===== src/rtl/hvsync_generator.sv =====
// Free-running VGA-style raster timing: column/line counters, registered sync pulses, visible-area flag.
// Optional build macro HVSYNC_POSITIVE_SYNC_EN makes hsync/vsync active-high; default is active-low.
module hvsync_generator #(
    parameter int H_DISPLAY = 640,
    parameter int H_FRONT   = 16,
    parameter int H_SYNC    = 96,
    parameter int H_BACK    = 48,
    parameter int V_DISPLAY = 480,
    parameter int V_BOTTOM  = 10,
    parameter int V_SYNC    = 2,
    parameter int V_TOP     = 33
) (
    input  logic       clk,
    input  logic       reset,
    output logic       hsync,
    output logic       vsync,
    output logic       display_on,
    output logic [9:0] hpos,
    output logic [9:0] vpos
);

    localparam int H_MAX        = H_DISPLAY + H_FRONT + H_SYNC + H_BACK - 1;
    localparam int V_MAX        = V_DISPLAY + V_BOTTOM + V_SYNC + V_TOP - 1;
    localparam int H_SYNC_START = H_DISPLAY + H_FRONT;
    localparam int H_SYNC_END   = H_SYNC_START + H_SYNC - 1;
    localparam int V_SYNC_START = V_DISPLAY + V_BOTTOM;
    localparam int V_SYNC_END   = V_SYNC_START + V_SYNC - 1;

    localparam logic [9:0] H_MAX_C        = 10'(H_MAX);
    localparam logic [9:0] V_MAX_C        = 10'(V_MAX);
    localparam logic [9:0] H_DISPLAY_C    = 10'(H_DISPLAY);
    localparam logic [9:0] V_DISPLAY_C    = 10'(V_DISPLAY);
    localparam logic [9:0] H_SYNC_START_C = 10'(H_SYNC_START);
    localparam logic [9:0] H_SYNC_END_C   = 10'(H_SYNC_END);
    localparam logic [9:0] V_SYNC_START_C = 10'(V_SYNC_START);
    localparam logic [9:0] V_SYNC_END_C   = 10'(V_SYNC_END);

`ifdef HVSYNC_POSITIVE_SYNC_EN
    localparam logic SYNC_ACTIVE = 1'b1;
`else
    localparam logic SYNC_ACTIVE = 1'b0;
`endif
    localparam logic SYNC_IDLE = !SYNC_ACTIVE;

    logic [9:0] hpos_reg, hpos_next;
    logic [9:0] vpos_reg, vpos_next;
    logic       hsync_reg, hsync_next;
    logic       vsync_reg, vsync_next;
    logic       line_end;

    always_comb begin
        line_end   = (hpos_reg == H_MAX_C);
        hpos_next  = hpos_reg + 10'd1;
        vpos_next  = vpos_reg;
        hsync_next = SYNC_IDLE;
        vsync_next = SYNC_IDLE;

        if (line_end) begin
            hpos_next = 10'd0;
            vpos_next = (vpos_reg == V_MAX_C) ? 10'd0 : vpos_reg + 10'd1;
        end

        // Sync levels are decoded from the current position, so the outputs trail the counters by one clock.
        if ((hpos_reg >= H_SYNC_START_C) && (hpos_reg <= H_SYNC_END_C))
            hsync_next = SYNC_ACTIVE;
        if ((vpos_reg >= V_SYNC_START_C) && (vpos_reg <= V_SYNC_END_C))
            vsync_next = SYNC_ACTIVE;
    end

    always_ff @(posedge clk or posedge reset) begin
        if (reset) begin
            hpos_reg  <= 10'd0;
            vpos_reg  <= 10'd0;
            hsync_reg <= SYNC_IDLE;
            vsync_reg <= SYNC_IDLE;
        end else begin
            hpos_reg  <= hpos_next;
            vpos_reg  <= vpos_next;
            hsync_reg <= hsync_next;
            vsync_reg <= vsync_next;
        end
    end

    assign hpos       = hpos_reg;
    assign vpos       = vpos_reg;
    assign hsync      = hsync_reg;
    assign vsync      = vsync_reg;
    assign display_on = (hpos_reg < H_DISPLAY_C) && (vpos_reg < V_DISPLAY_C);

endmodule


===== config.mk =====
export PLATFORM = sky130hd
export DESIGN_NAME = hvsync_generator
export DESIGN_NICKNAME = d
export VERILOG_FILES = /design/src/rtl/hvsync_generator.sv
export SDC_FILE = /design/constraint.sdc
export NUM_CORES = 1
export LEC_CHECK = 0
export BUFFER_PORTS_ARGS = -buffer_cell sky130_fd_sc_hd__clkbuf_2
export CELL_PAD_IN_SITES_DETAIL_PLACEMENT = 1
export CELL_PAD_IN_SITES_GLOBAL_PLACEMENT = 1
export CORE_UTILIZATION = 40
export DETAILED_ROUTE_END_ITERATION = 8
export PLACE_DENSITY_LB_ADDON = 0.1
export SYNTH_ARGS = -nofsm -noshare
export SYNTH_HDL_FRONTEND = slang
export SYNTH_SLANG_ARGS = --single-unit

===== constraint.sdc =====
create_clock -name clk -period 1.9 [get_ports clk]
set_input_delay 0.19 -clock clk [delete_from_list [all_inputs] [get_ports clk]]
set_output_delay 0.19 -clock clk [all_outputs]
set_load 0.02 [all_outputs]

==> results of run 1 <==
-- through the flow --
| stage | utilization, % | std cells | hold slack, ps |
|---|---|---|---|
| 2_1_floorplan | - | 113 | 178 |
| 3_3_place_gp | 50.1 | 175 | 243 |
| 3_5_place_dp | 50.1 | 175 | 245 |
| 4_1_cts | 51.8 | 180 | 449 |
| 5_1_grt | 52.3 | 180 | 498 |
| 6_report | 52.3 | 180 | 447 |
-- synthesized netlist by cell type, types with 2 or more instances --
cell type / count
sky130_fd_sc_hd__o211ai_1: 2
sky130_fd_sc_hd__dfstp_2: 2
sky130_fd_sc_hd__nor4_1: 2
sky130_fd_sc_hd__xor2_1: 5
sky130_fd_sc_hd__o21ai_0: 6
sky130_fd_sc_hd__nand4_1: 5
sky130_fd_sc_hd__and3_2: 2
sky130_fd_sc_hd__nand2_1: 5
sky130_fd_sc_hd__inv_1: 8
sky130_fd_sc_hd__ha_1: 5
sky130_fd_sc_hd__nor2_1: 8
sky130_fd_sc_hd__dfrtp_1: 20
sky130_fd_sc_hd__nor3_1: 4
sky130_fd_sc_hd__and3_1: 2
sky130_fd_sc_hd__xnor2_1: 5
sky130_fd_sc_hd__or4_1: 2
sky130_fd_sc_hd__nand3_1: 11
sky130_fd_sc_hd__a21oi_1: 2
-- worst paths after layout --
check                                        from             endpoint  slack [ps]  depth (start not counted)
worst max-delay path            hpos[0]$_DFF_PP0_  vpos[9]$_DFFE_PP0N_          90                          5
worst min-delay path                        reset  vpos[2]$_DFFE_PP0N_         450                          3
worst max register to register  hpos[0]$_DFF_PP0_  vpos[9]$_DFFE_PP0N_          90                          5
worst min register to register  hpos[0]$_DFF_PP0_    hpos[0]$_DFF_PP0_         520                          1
max in group asynchronous                   reset      hsync$_DFF_PP1_         840                          4
min in group clk                hpos[0]$_DFF_PP0_    hpos[0]$_DFF_PP0_         520                          1
-- routing by layer --
layer | vias to the layer above | share of wire (%) | track usage (%)
met5 | - | 0 | 0
met4 | 0 | 0.63 | 7.86
met3 | 2 | 2.2 | 2.09
met2 | 17 | 51 | 34.4
met1 | 496 | 46 | 25.2
li1 | 474 | - | -
-- what timing repair did --
| item | 4_1_cts | 5_1_grt |
|---|---|---|
| endpoints found under the hold margin | 12 | 0 |
| gates resized for setup | 0 | 5 |
| hold buffers | 1 | 0 |
| endpoints found under the setup margin | 0 | 5 |
-- critical path, delay by kind of cell, from the launching register on --
family	cells	cell delay, ps
simple gates	3	940
fa+ha+maj	1	220
compound gates	1	150
flops	1	430
-- power by group through the flow --
stage / Clock, W / Combinational [W] / Sequential [W]
4_1_cts: 0.000269 / 0.0000141 / 0.000468
3_5_place_dp: 0 / 0.0000125 / 0.000477
5_1_grt: 0.000287 / 0.0000158 / 0.000469
2_1_floorplan: 0 / 0.00000695 / 0.000477
3_3_place_gp: 0 / 0.0000125 / 0.000477
6_report: 0.000260 / 0.0000133 / 0.000468
-- kinds of logic after synthesis --
group	count (synthesis)
flip-flops	22
adder cells (fa/ha/maj)	5
AND/OR/NAND/NOR	50
AO/OA/AOI/OAI	15
XOR/XNOR	10
buffers and inverters	11
-- cell type report --
cell class,instances,area (um2)
tap,31,38.8
multi-input combinational,80,564
sequential,22,556
clock buffer,4,36.3
fill,319,1300
inverter,8,30.0
timing repair buffer,35,205
==> impl_metrics.xml, run 1 <==
<?xml version="1.0" encoding="UTF-8"?>
<metrics>
  <group name="status">
    <metric name="outcome" unit="">completed</metric>
  </group>
  <group name="sta">
    <metric name="finalHoldViolCount" unit="">0</metric>
    <metric name="slew_at_the_pin_closest_to_its_max_slew_limit" unit="ps">546</metric>
    <metric name="setup_tns" unit="ps">0</metric>
    <metric name="setup_violations" unit="">0</metric>
    <metric name="clock.fmax" unit="MHz">553</metric>
    <metric name="setup_slack_after_layout" unit="ps">90.0</metric>
    <metric name="rsz0062_at_grt" unit="">false</metric>
    <metric name="maxSlewHeadroom" unit="%">63.5</metric>
    <metric name="period_minus_slack" unit="ps">1810</metric>
    <metric name="fin_crit_sh" unit="%">95.3</metric>
    <metric name="worst_clock_skew" unit="ps">0.707</metric>
    <metric name="timing_max_transition_violations_final" unit="">0</metric>
  </group>
  <group name="routing">
    <metric name="drc" unit="">0</metric>
    <metric name="drt_first_iter_violations" unit="">18</metric>
    <metric name="drt_wl_total" unit="mm">2.71</metric>
    <metric name="drtPass1Iterations" unit="">4</metric>
    <metric name="wire_per_inst" unit="um">15.0</metric>
    <metric name="dr_total_vias" unit="">989</metric>
    <metric name="post_drt_via_cell_ratio" unit="">5.49</metric>
    <metric name="drt.antenna.violating_nets" unit="">0</metric>
  </group>
  <group name="place">
    <metric name="routabilityCongestion" unit="">0.835</metric>
    <metric name="pre_cts_slack" unit="ps">62.4</metric>
    <metric name="total_placed_instance_area" unit="mm2">0.00137</metric>
    <metric name="place_hpwl" unit="mm">2.04</metric>
    <metric name="io_buffers" unit="">24</metric>
  </group>
  <group name="setup_path">
    <metric name="setup.worst_path.end_class" unit="">flop</metric>
    <metric name="required" unit="ps">2140</metric>
    <metric name="timing.critical_path.cells" unit="">ha_2 &gt; and3_4 &gt; nand4_2 &gt; or4_4 &gt; a22oi_2</metric>
    <metric name="critPathArrivalTime" unit="ps">2050</metric>
    <metric name="critPathSlowestCell" unit="">sky130_fd_sc_hd__or4_4</metric>
    <metric name="path_class" unit="">flop to flop</metric>
    <metric name="setup.worst_path.start_class" unit="">flop</metric>
    <metric name="crit_path_max_incr_delay" unit="ps">550</metric>
    <metric name="timing.critical_path.fanout_max" unit="">6</metric>
  </group>
  <group name="yosys">
    <metric name="synth_area" unit="mm2">0.00115</metric>
    <metric name="syn-instance-count" unit="">113</metric>
    <metric name="mappedNetlistNets" unit="">120</metric>
    <metric name="synthMuxAreaShare" unit="%">0</metric>
    <metric name="synth.ff_latch_count" unit="">22</metric>
    <metric name="avgSynthCellArea" unit="um2">10.2</metric>
    <metric name="dominantRegCellSynth" unit="">sky130_fd_sc_hd__dfrtp_1</metric>
    <metric name="post_synth_fa_ha_maj_area_fraction" unit="%">5.43</metric>
    <metric name="yosys.area_share.simple" unit="%">26.2</metric>
    <metric name="synth_top_cell_area_share" unit="%">43.4</metric>
    <metric name="combinational_family_with_the_most_area_after_synthesis" unit="">simple AND/OR/NAND/NOR gates</metric>
    <metric name="synth_xor_area_share" unit="%">7.60</metric>
    <metric name="ys_async_sr_fraction" unit="%">100</metric>
    <metric name="synth_sequential_area_ratio" unit="%">48.0</metric>
    <metric name="yosys_synthesis_warning_count" unit="">0</metric>
    <metric name="synth.area.top_cells" unit="">sky130_fd_sc_hd__dfrtp_1 43%, sky130_fd_sc_hd__ha_1 5.4%, sky130_fd_sc_hd__nand3_1 4.8%</metric>
    <metric name="synth_enable_flop_cells" unit="">0</metric>
    <metric name="leading_area_contributor_after_synthesis" unit="">sky130_fd_sc_hd__dfrtp_1</metric>
    <metric name="post_synth_num_cell_types" unit="">35</metric>
    <metric name="synth_compound_gate_area_share" unit="%">8.47</metric>
  </group>
  <group name="finish">
    <metric name="final_cell_mix" unit="">23 x sky130_fd_sc_hd__clkbuf_2, 18 x sky130_fd_sc_hd__dfrtp_1, 11 x sky130_fd_sc_hd__nand3_1</metric>
    <metric name="area_growth_from_synthesis_to_layout" unit="%">24.1</metric>
    <metric name="drive_above_1_share" unit="%">36.2</metric>
    <metric name="most_common_library_cell_in_the_layout_ignoring_fill_and_taps" unit="">sky130_fd_sc_hd__clkbuf_2</metric>
    <metric name="antennaDiodeCount" unit="">0</metric>
    <metric name="fin_area" unit="mm2">0.00143</metric>
    <metric name="finish.net_count" unit="">157</metric>
  </group>
  <group name="clock_network">
    <metric name="cts-root-to-sink-buffers" unit="">2</metric>
    <metric name="numClockSinks" unit="">22</metric>
    <metric name="cts_tree" unit="">yes</metric>
    <metric name="worst_skew_pair.late_latency" unit="ps">310</metric>
    <metric name="cell_at_the_root_of_the_clock_tree" unit="">sky130_fd_sc_hd__clkbuf_4</metric>
    <metric name="cts-htree-levels" unit="">1</metric>
    <metric name="clkSlewWorstSetupHoldPaths" unit="ps">120</metric>
    <metric name="cts.repair_timing.setup_buffer_count" unit="">0</metric>
    <metric name="cts_inserted_buffers" unit="">3</metric>
  </group>
  <group name="floorplanning">
    <metric name="floorplan.rows" unit="">19</metric>
    <metric name="core_region_area" unit="mm2">0.00273</metric>
    <metric name="floorplan.die.width" unit="um">55.7</metric>
    <metric name="die-area" unit="mm2">0.00310</metric>
    <metric name="boundaryPins" unit="">25</metric>
    <metric name="die-height" unit="um">55.7</metric>
    <metric name="initial_utilization" unit="%">42.2</metric>
  </group>
  <group name="power">
    <metric name="power.total" unit="W">0.000742</metric>
    <metric name="pwr_density_cell" unit="mW/mm2">519</metric>
    <metric name="combPwrFrac" unit="%">1.8</metric>
    <metric name="p_leak" unit="nW">0.699</metric>
    <metric name="power_frac_clock" unit="%">35.1</metric>
    <metric name="p_int" unit="W">0.000589</metric>
    <metric name="switching_power" unit="W">0.000153</metric>
    <metric name="seqPwrFrac" unit="%">63.1</metric>
    <metric name="power_switching_share" unit="%">20.6</metric>
    <metric name="ir_drop" unit="V">0.000431</metric>
  </group>
  <group name="global_routing">
    <metric name="grtUsageTotal" unit="%">19.8</metric>
    <metric name="grt-ovfl-total" unit="">0</metric>
    <metric name="grt_pass1_wl" unit="mm">4.88</metric>
    <metric name="initial_antenna_violation_count" unit="">0</metric>
    <metric name="grt_max_degree" unit="">16</metric>
    <metric name="number_of_global_route_vias_before_repair" unit="">1059</metric>
  </group>
  <group name="worst_hold_path">
    <metric name="timing.hold.worst.class" unit="">input pin to asynchronous set/reset pin</metric>
  </group>
  <group name="job">
    <metric name="drv.max_cap_violation_count" unit="">0</metric>
  </group>
</metrics>
No activity file was read; power rests on OpenSTA's default activity.
==> run 2, diff against run 1 <==
RECOVER_POWER = 25   (was default)
==> impl_metrics.xml, run 2 (synthesis results as in run 1) <==
<?xml version="1.0" encoding="UTF-8"?>
<metrics>
  <group name="clock_network">
    <metric name="worst_skew_pair.late_latency" unit="ps">310</metric>
    <metric name="numClockSinks" unit="">22</metric>
    <metric name="cts-root-to-sink-buffers" unit="">2</metric>
    <metric name="cts-htree-levels" unit="">1</metric>
    <metric name="cts.repair_timing.setup_buffer_count" unit="">0</metric>
    <metric name="clkSlewWorstSetupHoldPaths" unit="ps">120</metric>
    <metric name="cts_tree" unit="">yes</metric>
    <metric name="cell_at_the_root_of_the_clock_tree" unit="">sky130_fd_sc_hd__clkbuf_4</metric>
    <metric name="cts_inserted_buffers" unit="">3</metric>
  </group>
  <group name="finish">
    <metric name="layout.filler_cells" unit="">320</metric>
    <metric name="area_growth_from_synthesis_to_layout" unit="%">23.8</metric>
    <metric name="layout.core_utilization" unit="%">52.2</metric>
    <metric name="final-instance-count-excl-fill" unit="">180</metric>
    <metric name="finish.net_count" unit="">157</metric>
    <metric name="drive_above_1_share" unit="%">35.6</metric>
    <metric name="most_common_library_cell_in_the_layout_ignoring_fill_and_taps" unit="">sky130_fd_sc_hd__clkbuf_2</metric>
    <metric name="antennaDiodeCount" unit="">0</metric>
    <metric name="final_cell_mix" unit="">23 x sky130_fd_sc_hd__clkbuf_2, 18 x sky130_fd_sc_hd__dfrtp_1, 11 x sky130_fd_sc_hd__nand3_1</metric>
  </group>
  <group name="routing">
    <metric name="dr_total_vias" unit="">991</metric>
    <metric name="post_drt_via_cell_ratio" unit="">5.51</metric>
    <metric name="drc" unit="">0</metric>
    <metric name="drt.antenna.violating_nets" unit="">0</metric>
    <metric name="wire_per_inst" unit="um">15.1</metric>
    <metric name="drt_first_iter_violations" unit="">24</metric>
    <metric name="drtPass1Iterations" unit="">4</metric>
    <metric name="drt_wl_total" unit="mm">2.71</metric>
  </group>
  <group name="sta">
    <metric name="finalHoldViolCount" unit="">0</metric>
    <metric name="worst_clock_skew" unit="ps">0.707</metric>
    <metric name="clock.fmax" unit="MHz">553</metric>
    <metric name="maxSlewHeadroom" unit="%">63.5</metric>
    <metric name="fin_crit_sh" unit="%">95.3</metric>
    <metric name="setup_tns" unit="ps">0</metric>
    <metric name="setup_violations" unit="">0</metric>
    <metric name="period_minus_slack" unit="ps">1810</metric>
    <metric name="slew_at_the_pin_closest_to_its_max_slew_limit" unit="ps">546</metric>
    <metric name="rsz0062_at_grt" unit="">false</metric>
    <metric name="timing_max_transition_violations_final" unit="">0</metric>
    <metric name="fin_hold_ws" unit="ps">447</metric>
  </group>
  <group name="global_routing">
    <metric name="grt.met1_usage" unit="%">25.2</metric>
    <metric name="global_route.peak_usage_layer" unit="">met2</metric>
    <metric name="grtUsageMet2" unit="%">34.4</metric>
    <metric name="grt-ovfl-total" unit="">0</metric>
    <metric name="grt_pass1_wl" unit="mm">4.88</metric>
    <metric name="grt_max_degree" unit="">16</metric>
    <metric name="number_of_global_route_vias_before_repair" unit="">1059</metric>
    <metric name="met3_capacity_usage_during_global_routing" unit="%">2.09</metric>
    <metric name="initial_antenna_violation_count" unit="">0</metric>
    <metric name="grtUsageTotal" unit="%">19.8</metric>
  </group>
  <group name="setup_path">
    <metric name="setup.worst_path.start_class" unit="">flop</metric>
    <metric name="critical_path.reg2reg.startpoint" unit="">hpos[0]$_DFF_PP0_</metric>
    <metric name="timing.critical_path.fanout_max" unit="">6</metric>
    <metric name="required" unit="ps">2140</metric>
    <metric name="setup.worst_path.end_class" unit="">flop</metric>
    <metric name="crit_start" unit="">hpos[0]$_DFF_PP0_</metric>
    <metric name="critPathArrivalTime" unit="ps">2050</metric>
    <metric name="path_class" unit="">flop to flop</metric>
  </group>
  <group name="floorplanning">
    <metric name="boundaryPins" unit="">25</metric>
    <metric name="initial_utilization" unit="%">42.2</metric>
    <metric name="core_region_area" unit="mm2">0.00273</metric>
    <metric name="die-area" unit="mm2">0.00310</metric>
    <metric name="floorplan.die.width" unit="um">55.7</metric>
    <metric name="die-height" unit="um">55.7</metric>
    <metric name="floorplan.rows" unit="">19</metric>
  </group>
  <group name="power">
    <metric name="power.total" unit="W">0.000742</metric>
    <metric name="p_leak" unit="nW">0.696</metric>
    <metric name="ir_drop" unit="V">0.000431</metric>
    <metric name="pwr_density_cell" unit="mW/mm2">520</metric>
  </group>
  <group name="place">
    <metric name="dp.cells" unit="">175</metric>
    <metric name="place_hpwl" unit="mm">2.04</metric>
    <metric name="routabilityCongestion" unit="">0.835</metric>
    <metric name="io_buffers" unit="">24</metric>
  </group>
  <group name="job">
    <metric name="drv.max_cap_violation_count" unit="">0</metric>
  </group>
  <group name="worst_hold_path">
    <metric name="timing.hold.worst.class" unit="">input pin to asynchronous set/reset pin</metric>
  </group>
  <group name="status">
    <metric name="outcome" unit="">completed</metric>
  </group>
</metrics>
## run 2: cell count changes in the layout (fill, tap and decap cells not counted), sizes merged
cell / before / now
buf: 11 / 10
clkbuf: 27 / 28
## run 2: power breakdown
| part | switching, W | internal (W) | total (W) |
|---|---|---|---|
| combinational | 0.00000979 | 0.00000350 | 0.0000133 |
| sequential | 0 | 0.000468 | 0.000468 |
| clock | 0.000143 | 0.000117 | 0.000260 |
| total | 0.000153 | 0.000589 | 0.000742 |
## run 2: final timing paths
kind,to,slack [ps],cells after the start
setup / recovery,vpos[9]$_DFFE_PP0N_,90,5
hold / removal,vpos[2]$_DFFE_PP0N_,450,3
setup reg to reg,vpos[9]$_DFFE_PP0N_,90,5
hold reg to reg,hpos[0]$_DFF_PP0_,520,1
max in group asynchronous,hsync$_DFF_PP1_,840,4
min in group clk,hpos[0]$_DFF_PP0_,520,1
## run 2: timing repair
item,CTS,global route
gates resized for setup,0,5
hold buffers,1,0
setup endpoints to repair,0,5
endpoints found under the hold margin,12,0
## run 2: metal layers
layer	up-vias	share of wire (%)	routed length (um)
li1	473	-	-
met1	499	46	1240
met2	17	51	1390
met3	2	2.2	60
met4	0	0.63	17
met5	-	0	0
## run 2: layout make-up
cell class                      instances  area, um2  share of cell area (%)
Timing Repair Buffer                   35        201                    14.1
Multi-Input combinational cell         80        564                    39.6
Tap cell                               31       38.8                    2.72
Clock buffer                            4       36.3                    2.54
Sequential cell                        22        556                    38.9
Inverter                                8       30.0                    2.11
## run 2: stage by stage
| step | worst slack [ps] | area, um2 |
|---|---|---|
| global placement | 87.9 | 1370 |
| finish | 90.1 | 1430 |
| CTS | 35.0 | 1420 |
| detailed placement | 62.4 | 1370 |
| global route | 11.7 | 1430 |
| floorplan | 54.7 | 1150 |
## run 2: worst max-delay path: stages, from the launching register on
cell and delay (ps):
sky130_fd_sc_hd__dfrtp_2 430, sky130_fd_sc_hd__ha_2 220, sky130_fd_sc_hd__and3_4 220, sky130_fd_sc_hd__nand4_2 170, sky130_fd_sc_hd__or4_4 550, sky130_fd_sc_hd__a22oi_2 150
==> run 3, diff against run 2 <==
ABC_AREA = 1   (was default)
CORE_UTILIZATION = 39   (was 40)
==> impl_metrics.xml, run 3 <==
<?xml version="1.0" encoding="UTF-8"?>
<metrics>
  <group name="sta">
    <metric name="setup_slack_after_layout" unit="ps">260</metric>
    <metric name="period_minus_slack" unit="ps">1640</metric>
    <metric name="maxSlewHeadroom" unit="%">20.3</metric>
    <metric name="slew_at_the_pin_closest_to_its_max_slew_limit" unit="ps">1200</metric>
    <metric name="timing_max_transition_violations_final" unit="">0</metric>
    <metric name="clock.fmax" unit="MHz">610</metric>
    <metric name="finalHoldViolCount" unit="">0</metric>
    <metric name="setup_violations" unit="">0</metric>
    <metric name="worst_clock_skew" unit="ps">13.6</metric>
    <metric name="rsz0062_at_grt" unit="">false</metric>
    <metric name="setup_tns" unit="ps">0</metric>
    <metric name="fin_crit_sh" unit="%">86.3</metric>
  </group>
  <group name="power">
    <metric name="power_frac_clock" unit="%">43.2</metric>
    <metric name="p_leak" unit="nW">0.740</metric>
    <metric name="ir_drop" unit="V">0.000326</metric>
    <metric name="seqPwrFrac" unit="%">55.3</metric>
    <metric name="switching_power" unit="W">0.000162</metric>
    <metric name="power.total" unit="W">0.000847</metric>
    <metric name="combPwrFrac" unit="%">1.5</metric>
    <metric name="power_switching_share" unit="%">19.2</metric>
    <metric name="pwr_density_cell" unit="mW/mm2">569</metric>
    <metric name="p_int" unit="W">0.000684</metric>
  </group>
  <group name="floorplanning">
    <metric name="core_region_area" unit="mm2">0.00305</metric>
    <metric name="floorplan.rows" unit="">20</metric>
    <metric name="die-height" unit="um">58.8</metric>
    <metric name="die-area" unit="mm2">0.00346</metric>
    <metric name="boundaryPins" unit="">25</metric>
    <metric name="floorplan.die.width" unit="um">58.8</metric>
    <metric name="initial_utilization" unit="%">41.2</metric>
  </group>
  <group name="worst_hold_path">
    <metric name="hold_path_depth" unit="">1</metric>
    <metric name="min_to" unit="">vpos[6]$_DFFE_PP0N_</metric>
    <metric name="hp-start" unit="">vpos[6]$_DFFE_PP0N_</metric>
    <metric name="timing.hold.worst.class" unit="">flop to flop</metric>
  </group>
  <group name="yosys">
    <metric name="synth_top_cell_area_share" unit="%">39.8</metric>
    <metric name="synth.area.top_cells" unit="">sky130_fd_sc_hd__dfrtp_1 40%, sky130_fd_sc_hd__nand2_1 11%, sky130_fd_sc_hd__inv_1 7.5%</metric>
    <metric name="syn-instance-count" unit="">161</metric>
    <metric name="synth_enable_flop_cells" unit="">0</metric>
    <metric name="synth_sequential_area_ratio" unit="%">43.9</metric>
    <metric name="synth_area" unit="mm2">0.00126</metric>
    <metric name="post_synth_num_cell_types" unit="">22</metric>
    <metric name="synth.ff_latch_count" unit="">22</metric>
    <metric name="ys_async_sr_fraction" unit="%">100</metric>
    <metric name="mappedNetlistNets" unit="">168</metric>
    <metric name="yosys_synthesis_warning_count" unit="">0</metric>
    <metric name="most_common_cell_in_the_netlist" unit="">sky130_fd_sc_hd__nand2_1</metric>
    <metric name="dominantRegCellSynth" unit="">sky130_fd_sc_hd__dfrtp_1</metric>
    <metric name="synthTopCellsByCount" unit="">38 x sky130_fd_sc_hd__nand2_1, 25 x sky130_fd_sc_hd__inv_1, 20 x sky130_fd_sc_hd__dfrtp_1, 19 x sky130_fd_sc_hd__nor2_1, 10 x sky130_fd_sc_hd__nand3_1</metric>
    <metric name="leading_area_contributor_after_synthesis" unit="">sky130_fd_sc_hd__dfrtp_1</metric>
    <metric name="avgSynthCellArea" unit="um2">7.82</metric>
  </group>
  <group name="clock_network">
    <metric name="post_cts.resized_instances" unit="">0</metric>
    <metric name="cts-root-to-sink-buffers" unit="">2</metric>
    <metric name="numClockSinks" unit="">22</metric>
    <metric name="cts_tree" unit="">yes</metric>
    <metric name="cts_inserted_buffers" unit="">3</metric>
    <metric name="cts.repair_timing.setup_buffer_count" unit="">0</metric>
    <metric name="cts-hold-fix-buffers" unit="">1</metric>
    <metric name="worst_skew_pair.late_latency" unit="ps">310</metric>
    <metric name="clkSlewWorstSetupHoldPaths" unit="ps">140</metric>
    <metric name="cts-htree-levels" unit="">1</metric>
    <metric name="cell_at_the_root_of_the_clock_tree" unit="">sky130_fd_sc_hd__clkbuf_4</metric>
  </group>
  <group name="place">
    <metric name="routabilityCongestion" unit="">0.806</metric>
    <metric name="io_buffers" unit="">24</metric>
    <metric name="place_hpwl" unit="mm">2.22</metric>
    <metric name="pre_cts_slack" unit="ps">295</metric>
    <metric name="total_placed_instance_area" unit="mm2">0.00143</metric>
  </group>
  <group name="setup_path">
    <metric name="timing.critical_path.fanout_max" unit="">13</metric>
    <metric name="critPathArrivalTime" unit="ps">1880</metric>
    <metric name="setup.worst_path.start_class" unit="">flop</metric>
    <metric name="setup.worst_path.end_class" unit="">flop</metric>
    <metric name="r2r-end" unit="">vpos[6]$_DFFE_PP0N_</metric>
    <metric name="required" unit="ps">2140</metric>
    <metric name="reg2reg_setup_slack" unit="ps">260</metric>
    <metric name="worst_r2r_path_depth" unit="">6</metric>
    <metric name="path_class" unit="">flop to flop</metric>
    <metric name="critical_path.reg2reg.startpoint" unit="">hpos[0]$_DFF_PP0_</metric>
  </group>
  <group name="routing">
    <metric name="post_drt_via_cell_ratio" unit="">4.75</metric>
    <metric name="drc" unit="">0</metric>
    <metric name="dr_total_vias" unit="">1112</metric>
    <metric name="drt_first_iter_violations" unit="">30</metric>
    <metric name="drt_wl_total" unit="mm">2.98</metric>
    <metric name="wire_per_inst" unit="um">12.7</metric>
    <metric name="drt.antenna.violating_nets" unit="">0</metric>
    <metric name="drtPass1Iterations" unit="">4</metric>
  </group>
  <group name="global_routing">
    <metric name="number_of_global_route_vias_before_repair" unit="">1121</metric>
    <metric name="grtUsageTotal" unit="%">19.1</metric>
    <metric name="grt-ovfl-total" unit="">0</metric>
    <metric name="grt_pass1_wl" unit="mm">4.95</metric>
    <metric name="initial_antenna_violation_count" unit="">0</metric>
    <metric name="grt_max_degree" unit="">23</metric>
  </group>
  <group name="finish">
    <metric name="final_cell_mix" unit="">38 x sky130_fd_sc_hd__nand2_1, 25 x sky130_fd_sc_hd__inv_1, 24 x sky130_fd_sc_hd__clkbuf_2</metric>
    <metric name="layout.core_utilization" unit="%">48.8</metric>
    <metric name="most_common_library_cell_in_the_layout_ignoring_fill_and_taps" unit="">sky130_fd_sc_hd__nand2_1</metric>
    <metric name="area_growth_from_synthesis_to_layout" unit="%">18.3</metric>
    <metric name="finish.net_count" unit="">198</metric>
    <metric name="antennaDiodeCount" unit="">0</metric>
    <metric name="drive_above_1_share" unit="%">23.7</metric>
    <metric name="fin_area" unit="mm2">0.00149</metric>
    <metric name="layout.filler_cells" unit="">417</metric>
  </group>
  <group name="status">
    <metric name="outcome" unit="">completed</metric>
  </group>
  <group name="job">
    <metric name="drv.max_cap_violation_count" unit="">0</metric>
  </group>
</metrics>
-- run 3: changes by cell type after synthesis, sizes merged, moves of 2 or more --
| cell | previous run | this run |
|---|---|---|
| and3 | 4 | 0 |
| o21ai | 6 | 3 |
| nor2 | 8 | 26 |
| nand2 | 5 | 43 |
| xor2 | 5 | 7 |
| a21oi | 2 | 4 |
| xnor2 | 5 | 0 |
| and2 | 2 | 0 |
| or3 | 2 | 0 |
| or4 | 3 | 0 |
| inv | 8 | 26 |
-- run 3: cells by family after synthesis --
logic type / count (synthesis) / share of synthesized area [%]
AOI/OAI and AO/OA: 11 / 5.57
buffers and inverters: 27 / 8.65
adders and majority gates: 5 / 4.97
xor gates and xnor gates: 7 / 4.87
DFF: 22 / 43.9
and+or+nand+nor: 89 / 32.0
-- run 3: stage by stage --
step | hold WS, ps | std cells
floorplan | 178 | 161
global placement | 226 | 229
detailed placement | 235 | 229
CTS | 428 | 234
global route | 599 | 234
finish | 570 | 234
-- run 3: cell type report --
cell class                      count  area, um2  share of cell area (%)
Tap cell                           44       55.1                    3.70
Multi-Input combinational cell    112        597                    40.1
Timing Repair Buffer               26        134                    8.99
Sequential cell                    22        553                    37.1
Clock buffer                        3       22.5                    1.51
Inverter                           26       97.6                    6.55
Clock inverter                      1       30.0                    2.02
-- run 3: critical path: stages (launching register included) --
cell                      delay (ps)
sky130_fd_sc_hd__dfrtp_1         480
sky130_fd_sc_hd__ha_1            250
sky130_fd_sc_hd__nand2_2          90
sky130_fd_sc_hd__nor2_2          170
sky130_fd_sc_hd__nand2_2         210
sky130_fd_sc_hd__nor2_1          190
sky130_fd_sc_hd__xor2_1          160
-- run 3: layer usage --
metal	up-vias	global-route usage [%]	wire, um
li1	566	-	-
met2	13	32.3	1410
met5	-	0	0
met1	531	25.5	1500
met4	0	6.12	19
met3	2	1.98	55
-- run 3: how the worst max path moves through the flow --
stage | startpoint | end | slack, ps | cells after the start
5_1_grt | hpos[0]$_DFF_PP0_ | vpos[1]$_DFFE_PP0N_ | 70 | 7
3_5_place_dp | hpos[0]$_DFF_PP0_ | vpos[6]$_DFFE_PP0N_ | 300 | 6
2_1_floorplan | hpos[0]$_DFF_PP0_ | hpos[9]$_DFF_PP0_ | 420 | 7
6_report | hpos[0]$_DFF_PP0_ | vpos[6]$_DFFE_PP0N_ | 260 | 6
3_3_place_gp | hpos[1]$_DFF_PP0_ | vpos[6]$_DFFE_PP0N_ | 420 | 6
4_1_cts | hpos[0]$_DFF_PP0_ | vpos[6]$_DFFE_PP0N_ | 230 | 6
-- run 3: power groups by stage --
stage	Sequential (W)	Clock (W)	Combinational (W)
floorplan	0.000477	0	0.00000695
global placement	0.000477	0	0.0000127
detailed placement	0.000477	0	0.0000129
CTS	0.000469	0.000377	0.0000145
global route	0.000469	0.000400	0.0000151
finish	0.000468	0.000366	0.0000123
